File: config.mk
export PLATFORM = sky130hd
export DESIGN_NAME = bitmask_assembler
export DESIGN_NICKNAME = d
export VERILOG_FILES = /design/src/rtl/bitmask_assembler.sv
export SDC_FILE = /design/constraint.sdc
export NUM_CORES = 1
export LEC_CHECK = 0
export BUFFER_PORTS_ARGS = -buffer_cell sky130_fd_sc_hd__buf_4
export CORE_MARGIN = 2
export CORE_UTILIZATION = 45
export CTS_BUF_LIST = sky130_fd_sc_hd__clkbuf_4 sky130_fd_sc_hd__clkbuf_8
export DETAILED_ROUTE_END_ITERATION = 8
export PLACE_DENSITY = 0.69
export SLEW_MARGIN = 20
export SYNTH_ARGS = -nofsm -noshare
export SYNTH_HDL_FRONTEND = slang
export SYNTH_SLANG_ARGS = --single-unit
File: constraint.sdc
create_clock -name clk -period 3.15 [get_ports clk]
set_input_delay 0.1575 -clock clk [delete_from_list [all_inputs] [get_ports clk]]
set_output_delay 0.1575 -clock clk [all_outputs]
set_load 0.1 [all_outputs]
File: src/rtl/bitmask_assembler.sv
`default_nettype none
// bitmask_assembler: rebuilds 7-bit masks from a 3-bit index stream, rev 1.0.
// Define BITMASK_ASM_ERR_EN to flag duplicate or idx=7 beats on out_err.
module bitmask_assembler (
  input  logic       clk,
  input  logic       reset,
  input  logic [2:0] in_idx,
  input  logic       in_nz,
  input  logic       in_last,
  input  logic       in_valid,
  output logic       in_ready,
  output logic [6:0] out_mask,
  output logic [2:0] out_cnt,
  output logic       out_err,
  output logic       out_valid,
  input  logic       out_ready
);

  logic [6:0] acc;
  logic [6:0] beat_bit;
  logic [6:0] mask_next;
  logic [2:0] cnt_next;
  logic       fire;

  assign in_ready = !out_valid || out_ready;
  assign fire     = in_valid && in_ready;

  // idx 7 is out of range for a 7-bit mask and contributes nothing
  assign beat_bit  = (in_nz && (in_idx != 3'd7)) ? (7'd1 << in_idx) : 7'd0;
  assign mask_next = acc | beat_bit;

  always_comb begin
    cnt_next = 3'd0;
    for (int i = 0; i < 7; i++) begin
      cnt_next = cnt_next + {2'b00, mask_next[i]};
    end
  end

  always_ff @(posedge clk or posedge reset) begin
    if (reset) begin
      acc       <= 7'd0;
      out_mask  <= 7'd0;
      out_cnt   <= 3'd0;
      out_valid <= 1'b0;
    end else begin
      if (fire) begin
        acc <= in_last ? 7'd0 : mask_next;
      end
      if (fire && in_last) begin
        out_mask  <= mask_next;
        out_cnt   <= cnt_next;
        out_valid <= 1'b1;
      end else if (out_valid && out_ready) begin
        out_valid <= 1'b0;
      end
    end
  end

`ifdef BITMASK_ASM_ERR_EN
  logic err_acc;
  logic beat_err;
  logic out_err_r;

  assign beat_err = in_nz && ((in_idx == 3'd7) || ((acc & beat_bit) != 7'd0));
  assign out_err  = out_err_r;

  always_ff @(posedge clk or posedge reset) begin
    if (reset) begin
      err_acc   <= 1'b0;
      out_err_r <= 1'b0;
    end else if (fire) begin
      err_acc <= in_last ? 1'b0 : (err_acc | beat_err);
      if (in_last) begin
        out_err_r <= err_acc | beat_err;
      end
    end
  end
`else
  assign out_err = 1'b0;
`endif

endmodule
`default_nettype wire

==> reports/metrics.yaml, run 1 <==
vdd_drop_max_mv: 0.332
synth_seq_area_share_pct: 47.6
drive_above_1_share_pct: 39.6
wl_per_cell_um: 14.3
cts_buffers: 3
synth_area_leader_cell: "dfrtp_1"
power.total_uw: 661
yosysMostFrequentCell: "dfrtp_1"
num_vias: 662
diodes: 0
fin_crit_ps: 2950
startpoint_type: "register"
die_h_um: 49.8
row_count: 16
synth_commonest_cells: "dfrtp_1, a21oi_1, a31oi_1"
max_cap_violations: 0
synth_edf_count: 0
synth_top_area_share_pct: 47.6
place.gp.congestion: 0.836
syn_nets: 91
clkLatencyLatePin_ps: 290
postSynthCellCount: 78
dpl_cell_area_mm2: 0.00108
portBuffers: 20
cp_data_required_time_ps: 3330
grt_start_max_net_pins: 19
htree_levels: 1
area_growth_pct: 17.3
synthesis.area_um2: 946
synth_ff_type: "dfrtp_1"
vias_per_cell: 5.38
root_buffer: "clkbuf_4"
cts.repair.resized: 0
fin_area_mm2: 0.00111
drtIter0Drc: 11
grt_overflow_total: 0
dp.cells: 119
grt_pass1_vias: 640
instances_no_fill: 123
die_x_um: 49.8
dieArea_mm2: 0.00248
end_kind: "register"
cts_sinks: 18
skew_ps: 3.54
hold_class: "input port to register"
slew_violations: 0
setup_violations: 0
antenna_found_initial: 0
syn_avg_cell_area_um2: 12.1
dr.pass1.iters: 4
finalWirelength_um: 1760
rsz0062_at_grt: "false"
clockBufferDepth: 2
final_net_count: 111
tritoncts: "yes"
fmax_ghz: 0.339
dp_hpwl_um: 1280
outcome: "complete, no violations"
ys_ff_latch: 18
critPathArrivalTime_ps: 3130
tns_ps: 0
clk_pin_slew_ps: 90
cp_max_fo: 3
p_leak_nw: 0.562
slew_headroom_pct: 55.9
power_density_mw_per_mm2: 596
worstSetupPathType: "register to register"
worst_pin_slew_ps: 661
core_area_mm2: 0.00198
finalCritPeriodShare_pct: 93.7
grt_pass1_wl_um: 3060
grtUsageTotal_pct: 16.8
synth_area_leaders: "dfrtp_1, fa_1, mux2_4"
initial_core_util_pct: 47.7
async_flop_share_pct: 100
yosys_warnings: 0
drc: 0
postRouteAntennaNets: 0
hold_violations: 0
yosys.cell_types.count: 23
pin_count: 22
[report_power, final]
group | switching (mW) | internal, mW
combinational | 0.218 | 0.0674
clock | 0.0655 | 0.0445
sequential | 0.0122 | 0.253
[worst paths after layout]
path | slack (ps) | cells past startpoint | to | startpoint
max in group asynchronous | 2210 | 3 | acc[3]$_DFFE_PP0P_ | reset
worst max-delay path | 200 | 9 | out_cnt[1]$_DFFE_PP0P_ | acc[0]$_DFFE_PP0P_
min in group asynchronous | 520 | 3 | out_valid$_DFFE_PP0P_ | reset
worst max register to register | 200 | 9 | out_cnt[1]$_DFFE_PP0P_ | acc[0]$_DFFE_PP0P_
worst min register to register | 520 | 1 | out_cnt[1]$_DFFE_PP0P_ | out_cnt[1]$_DFFE_PP0P_
worst min-delay path | 200 | 3 | out_valid$_DFFE_PP0P_ | in_last
[timing repair]
item / CTS / global route
hold endpoints to repair: 18 / 0
setup endpoints to repair: 0 / 0
setup buffers: 0 / 0
hold buffers: 1 / 0
[cell families after synthesis]
family,count (synthesis),share of synthesized area [%]
AO/OA/AOI/OAI,24,14.9
adder cells (fa/ha/maj),4,8.47
buffers and inverters,11,7.54
flip-flops,18,47.6
multiplexers,5,7.94
other,1,0.396
AND/OR/NAND/NOR,15,13.1
[layout by cell type, fill, tap and decap left out, drive strengths merged, types with 4 or more instances in the layout]
cell type  netlist  final
inv              5      5
a31oi            6      6
mux2             5      5
a21oi           14     14
fa               4      4
buf              4     20
nor3             4      4
dfrtp           18     18
[per-layer routing]
| metal | up-vias | global-route usage (%) | routed length, um |
|---|---|---|---|
| li1 | 309 | - | - |
| met5 | - | 0 | 0 |
| met2 | 29 | 25.3 | 811 |
| met1 | 319 | 23.4 | 818 |
| met4 | 0 | 6.94 | 33 |
| met3 | 5 | 3.64 | 98 |
[registers in the layout (all words and copies together) (netlist names)]
register / cells
acc: 7
out_mask: 7
out_cnt: 3
out_valid: 1
[per-stage QoR]
stage / setup WS (ps) / hold slack [ps] / util (%)
2_1_floorplan: 304 / 96.1 / -
3_3_place_gp: 133 / 297 / 54.4
4_1_cts: 192 / 195 / 56.0
6_report: 198 / 201 / 56.0
5_1_grt: 36.0 / 203 / 56.0
3_5_place_dp: 106 / 312 / 54.4
[critical path, cell delays in order (launching register included)]
cell	delay [ps]
dfrtp_1	390
a21oi_1	250
inv_1	110
fa_1	500
fa_1	490
inv_1	50
fa_1	340
inv_1	70
fa_1	400
mux2_4	260
[cell type report]
class	instances	area, um^2
fillers	176	872
flip-flops and latches	18	450
multi-input cells	49	424
repair buffers	21	160
well taps	27	33.8
clock buffers	3	22.5
inverters	5	18.8
Note: power is estimated with default switching activity, not from simulation.
==> inputs of run 2 (changes only) <==
--- a/config.mk
+++ b/config.mk
@@ -5,7 +5,7 @@
 export SDC_FILE = /design/constraint.sdc
 export NUM_CORES = 1
 export LEC_CHECK = 0
-export BUFFER_PORTS_ARGS = -buffer_cell sky130_fd_sc_hd__buf_4
+export BUFFER_PORTS_ARGS = -buffer_cell sky130_fd_sc_hd__clkbuf_2
 export CORE_MARGIN = 2
 export CORE_UTILIZATION = 45
 export CTS_BUF_LIST = sky130_fd_sc_hd__clkbuf_4 sky130_fd_sc_hd__clkbuf_8
==> run 2 against run 1 <==
Fmax rose by 2.3%. Sequential power barely moved. First-iteration DRC count fell by 27%. Count of clock-buffer cells in the layout did not move. Wire length fell by 0.51%. Final cell count rose by 0.81%. Via count fell by 4.4%. Worst hold slack improved by 36 ps. Flip-flop and latch count did not move. Critical path type unchanged.
==> reports/metrics.yaml, run 2 (same netlist as run 1, synthesis figures left out) <==
regToRegSetupSlack_ps: 260  # was 200 ps
rr_worst_depth: 9  # unchanged
die_h_um: 49.8  # unchanged
critPathArrivalTime_ps: 3070  # was 3130 ps
intPower_uw: 349  # was 365 uW
fin_crit_ps: 2890  # was 2950 ps
vias_per_cell: 5.10  # was 5.38
skew_ps: 0.365  # was 3.54 ps
final_net_count: 112  # was 111
vdd_drop_max_mv: 0.406  # was 0.332 mV
r2r-end: "out_cnt[1]$_DFFE_PP0P_"  # unchanged
holdWs_ps: 238  # was 201 ps
die_x_um: 49.8  # unchanged
p_leak_nw: 0.552  # was 0.562 nW
root_buffer: "clkbuf_4"  # unchanged
finalCritPeriodShare_pct: 91.6  # was 93.7%
crit_path_max_incr_delay_ps: 490  # was 500 ps
setup_violations: 0  # unchanged
cp_data_required_time_ps: 3330  # about the same
worstSetupPathType: "register to register"  # unchanged
antenna_found_initial: 0  # unchanged
startpoint_type: "register"  # unchanged
swShare_pct: 45.8  # was 44.8%
diodes: 0  # unchanged
worst_pin_slew_ps: 659  # was 661 ps
slew_violations: 0  # unchanged
outcome: "complete, no violations"  # unchanged
tritoncts: "yes"  # unchanged
switchingPower_uw: 295  # was 296 uW
end_kind: "register"  # unchanged
pin_count: 22  # unchanged
slew_headroom_pct: 56.0  # was 55.9%
worst-path-buf-inv: 3  # unchanged
clk_pin_slew_ps: 90  # about the same
core_area_mm2: 0.00198  # unchanged
dr.pass1.iters: 2  # was 4
mostFrequentLayoutCells: "clkbuf_2, dfrtp_1, a21oi_1, a31oi_1"  # was buf_4, dfrtp_1, a21oi_1, a31oi_1
fmax_ghz: 0.346  # was 0.339 GHz
clkLatencyLatePin_ps: 280  # was 290 ps
grt_pass1_vias: 619  # was 640
drtIter0Drc: 8  # was 11
max_cap_violations: 0  # unchanged
crit_top_cell: "fa_1"  # unchanged
dp_hpwl_um: 1300  # was 1280 um
drive_above_1_share_pct: 40.2  # was 39.6%
cp_max_fo: 3  # unchanged
cp.depth: 9  # unchanged
final_common_cell: "clkbuf_2"  # was buf_4
cts.repair.resized: 0  # unchanged
htree_levels: 1  # unchanged
place.gp.congestion: 0.780  # was 0.836
seq_power_share_pct: 41.2  # was 40.2%
cp-startpoint: "acc[1]$_DFFE_PP0P_"  # was acc[0]$_DFFE_PP0P_
largestRegisters: "acc x7, out_mask x7, out_cnt x3"  # unchanged
finalWirelength_um: 1750  # was 1760 um
p_clk_share_pct: 17.0  # was 16.6%
cts_setup_buffers: 0  # unchanged
grt_pass1_wl_um: 2920  # was 3060 um
drc: 0  # unchanged
multi_input_area_um2: 424  # unchanged
grt_overflow_total: 0  # unchanged
num_vias: 633  # was 662
timing.rr.start: "acc[1]$_DFFE_PP0P_"  # was acc[0]$_DFFE_PP0P_
rsz0062_at_grt: "false"  # unchanged
portBuffers: 20  # unchanged
p_comb_share_pct: 41.7  # was 43.2%
area_growth_pct: 12.8  # was 17.3%
cts_sinks: 18  # unchanged
power_density_mw_per_mm2: 604  # was 596 mW/mm^2
row_count: 16  # unchanged
hold_violations: 0  # unchanged
cts_buffers: 3  # unchanged
cp_slowest_cell: "fa_1"  # unchanged
grt_start_max_net_pins: 19  # unchanged
hold_class: "input port to register"  # unchanged
clockBufferDepth: 2  # unchanged
initial_core_util_pct: 47.7  # unchanged
wl_per_cell_um: 14.1  # was 14.3 um
crit_family: "adder cells"  # unchanged
dieArea_mm2: 0.00248  # unchanged
tns_ps: 0  # unchanged
cts_hold_buf: 1  # unchanged
grtUsageTotal_pct: 15.9  # was 16.8%
crit_chain: "a21oi_1 > inv_1 > fa_1 > fa_1 > inv_1 > fa_1 > inv_1 > fa_1 > mux2_4"  # unchanged
regArea_um2: 450  # unchanged
crit_path_end: "out_cnt[1]$_DFFE_PP0P_"  # unchanged
postRouteAntennaNets: 0  # unchanged
fin_util_pct: 53.9  # was 56.0%
fillers: 187  # was 176
-- run 2: metrics by stage --
stage          total power [mW]  worst slack, ps  area, um^2  std cells
2_1_floorplan             0.501              304         946         78
3_3_place_gp              0.537              200        1030        120
3_5_place_dp              0.540              160        1030        120
4_1_cts                   0.651              242        1070        124
5_1_grt                   0.675              150        1070        124
6_report                  0.644              263        1070        124
-- run 2: worst min-delay path by stage --
stage	startpoint	end	slack (ps)	depth (start not counted)
after floorplan	reset	acc[0]$_DFFE_PP0P_	100	1
after global placement	reset	out_cnt[2]$_DFFE_PP0P_	270	2
after detailed placement	reset	out_cnt[2]$_DFFE_PP0P_	270	2
after CTS	in_last	out_valid$_DFFE_PP0P_	220	3
after global routing	in_last	out_valid$_DFFE_PP0P_	240	3
final	in_last	out_valid$_DFFE_PP0P_	240	3
-- run 2: power groups by stage --
stage | Sequential, mW | Combinational, mW | Clock [mW]
after detailed placement | 0.271 | 0.269 | 0
after global placement | 0.270 | 0.268 | 0
after floorplan | 0.418 | 0.0823 | 0
after global routing | 0.269 | 0.282 | 0.125
after CTS | 0.266 | 0.271 | 0.113
final | 0.266 | 0.269 | 0.110
-- run 2: layout make-up --
class | instances | area share (%)
clock buffers | 3 | 2.11
inverters | 5 | 1.76
multi-input cells | 49 | 39.7
flip-flops and latches | 18 | 42.2
well taps | 27 | 3.17
repair buffers | 22 | 11.0
-- run 2: per-layer routing --
layer	vias up	share of wire, %	global-route usage (%)
met4	0	2.3	8.33
met2	15	48	25.8
li1	308	-	-
met5	-	0	0
met1	306	45	20.0
met3	4	4.3	3.33
-- run 2: worst min-delay path, delay by kind of cell --
family	cells	cell delay, ps
and+or+nand+nor	2	180
buffers and inverters	1	150
==> inputs of run 3 (changes only) <==
==> constraint.sdc (replaced) <==
create_clock -name clk -period 2.9 [get_ports clk]
set_input_delay 0.145 -clock clk [delete_from_list [all_inputs] [get_ports clk]]
set_output_delay 0.145 -clock clk [all_outputs]
set_load 0.1 [all_outputs]
==> run 3 against run 2 <==
Clock skew grew 4.9 ps. Count of clock-buffer cells in the layout is the same. Sequential share of layout area shrank 2.1 points. Power grew 10%. Fmax grew 1.3%. Worst hold slack lost 17 ps. Global-route usage grew 1.1 points. Combinational power grew 13%. Die area is the same. Cell area grew 5.3%.
==> reports/metrics.yaml, run 3 (same netlist as run 1, synthesis figures left out) <==
clk_pin_slew_ps: 100  # was 90 ps
drc: 0  # unchanged
wl_per_cell_um: 13.8  # was 14.1 um
slew_headroom_pct: 55.8  # was 56.0%
root_buffer: "clkbuf_4"  # unchanged
mostFrequentLayoutCells: "clkbuf_2, dfrtp_1, a21oi_1, a31oi_1, buf_4"  # was clkbuf_2, dfrtp_1, a21oi_1, a31oi_1
postRouteAntennaNets: 0  # unchanged
crit_family: "adder cells"  # unchanged
slew_violations: 0  # unchanged
end_kind: "register"  # unchanged
vias_per_cell: 5.16  # was 5.10
crit_path_max_incr_delay_ps: 520  # was 490 ps
tritoncts: "yes"  # unchanged
num_vias: 665  # was 633
diodes: 0  # unchanged
rsz0062_at_grt: "true"  # was false
final_common_cell: "clkbuf_2"  # unchanged
instances_no_fill: 129  # was 124
drtIter0Drc: 5  # was 8
dieArea_mm2: 0.00248  # unchanged
cp_slowest_cell: "fa_1"  # unchanged
setup_violations: 0  # unchanged
outcome: "complete, no violations"  # unchanged
final_net_count: 117  # was 112
clkLatencyLatePin_ps: 280  # about the same
grt_start_max_net_pins: 19  # unchanged
hold_violations: 0  # unchanged
finalWirelength_um: 1790  # was 1750 um
cts_buffers: 3  # unchanged
worstSetupPathType: "register to register"  # unchanged
dp_hpwl_um: 1280  # was 1300 um
area_growth_pct: 18.8  # was 12.8%
fin_crit_ps: 2850  # was 2890 ps
die_x_um: 49.8  # unchanged
finalCritPeriodShare_pct: 98.3  # was 91.6%
worst_pin_slew_ps: 662  # was 659 ps
initial_core_util_pct: 47.7  # unchanged
startpoint_type: "register"  # unchanged
holdWs_ps: 220  # was 238 ps
clockBufferDepth: 2  # unchanged
portBuffers: 20  # unchanged
tns_ps: 0  # unchanged
grtUsageTotal_pct: 17.0  # was 15.9%
power_density_mw_per_mm2: 634  # was 604 mW/mm^2
cp_max_fo: 2  # was 3
largestRegisters: "acc x7, out_mask x7, out_cnt x3"  # unchanged
worst-path-buf-inv: 3  # unchanged
grt_pass1_wl_um: 3180  # was 2920 um
crit_top_cell: "fa_1"  # unchanged
place.gp.congestion: 0.763  # was 0.780
core_area_mm2: 0.00198  # unchanged
htree_levels: 1  # unchanged
skew_ps: 5.23  # was 0.365 ps
dp.cells: 124  # was 120
p_leak_nw: 0.579  # was 0.552 nW
fin_util_pct: 56.7  # was 53.9%
vdd_drop_max_mv: 0.416  # was 0.406 mV
cp_data_required_time_ps: 3070  # was 3330 ps
critPathArrivalTime_ps: 3020  # was 3070 ps
grt_overflow_total: 0  # unchanged
grt_pass1_vias: 704  # was 619
drive_above_1_share_pct: 47.1  # was 40.2%
crit_chain: "a21oi_2 > inv_1 > fa_1 > fa_1 > inv_1 > fa_2 > inv_2 > fa_1 > mux2_4"  # was a21oi_1 > inv_1 > fa_1 > fa_1 > inv_1 > fa_1 > inv_1 > fa_1 > mux2_4
die_h_um: 49.8  # unchanged
pin_count: 22  # unchanged
antenna_found_initial: 0  # unchanged
hold_class: "input port to register"  # unchanged
fmax_ghz: 0.351  # was 0.346 GHz
max_cap_violations: 0  # unchanged
row_count: 16  # unchanged
dr.pass1.iters: 3  # was 2
cts_sinks: 18  # unchanged
[run 3: metrics by stage]
stage / power [mW] / instance area, um^2 / setup WS (ps)
3_5_place_dp: 0.592 / 1060 / -42.2
2_1_floorplan: 0.544 / 946 / 54.2
6_report: 0.712 / 1120 / 50.6
3_3_place_gp: 0.588 / 1060 / 20.8
5_1_grt: 0.747 / 1120 / -26.5
4_1_cts: 0.714 / 1100 / 38.7
[run 3: worst register-to-register path: cells and delay by family (launching register included)]
kind	cells	cell delay [ps]
compound gates	1	130
mux	1	270
fa+ha+maj	4	1760
buf+inv	3	180
flops	1	400
[run 3: cell type report]
cell class / instances / area [um^2]
Multi-Input combinational cell: 49 / 443
Timing Repair Buffer: 27 / 155
Clock buffer: 3 / 22.5
Tap cell: 27 / 33.8
Sequential cell: 18 / 450
Inverter: 5 / 18.8
Fill cell: 173 / 858
[run 3: what timing repair did]
| item | CTS | global route |
|---|---|---|
| setup buffers | 0 | 1 |
| pin swaps | 0 | 3 |
| setup endpoints to repair | 1 | 1 |
| hold buffers | 1 | 0 |
| resized for setup | 1 | 4 |
| endpoints found under the hold margin | 18 | 0 |
[run 3: per-layer routing]
layer / routed length [um] / GRT usage, %
met1: 803 / 21.7
met5: 0 / 0
met4: 32 / 6.02
met3: 80 / 4.24
met2: 869 / 28.0
[run 3: path summary, 6_finish.rpt]
check                                              from                 endpoint  slack [ps]  depth (start not counted)
worst min-delay path                            in_last    out_valid$_DFFE_PP0P_         220                          3
worst min register to register  out_mask[5]$_DFFE_PP0P_  out_mask[5]$_DFFE_PP0P_         520                          1
worst max-delay path                 acc[1]$_DFFE_PP0P_   out_cnt[1]$_DFFE_PP0P_          50                          9
min in group asynchronous                         reset       acc[6]$_DFFE_PP0P_         480                          3
worst max register to register       acc[1]$_DFFE_PP0P_   out_cnt[1]$_DFFE_PP0P_          50                          9
max in group asynchronous                         reset       acc[3]$_DFFE_PP0P_        2000                          3
[run 3: where the power goes]
part	total [mW]	internal, mW	switching (mW)
Clock	0.120	0.0482	0.0721
Combinational	0.303	0.0629	0.240
Sequential	0.289	0.275	0.0138
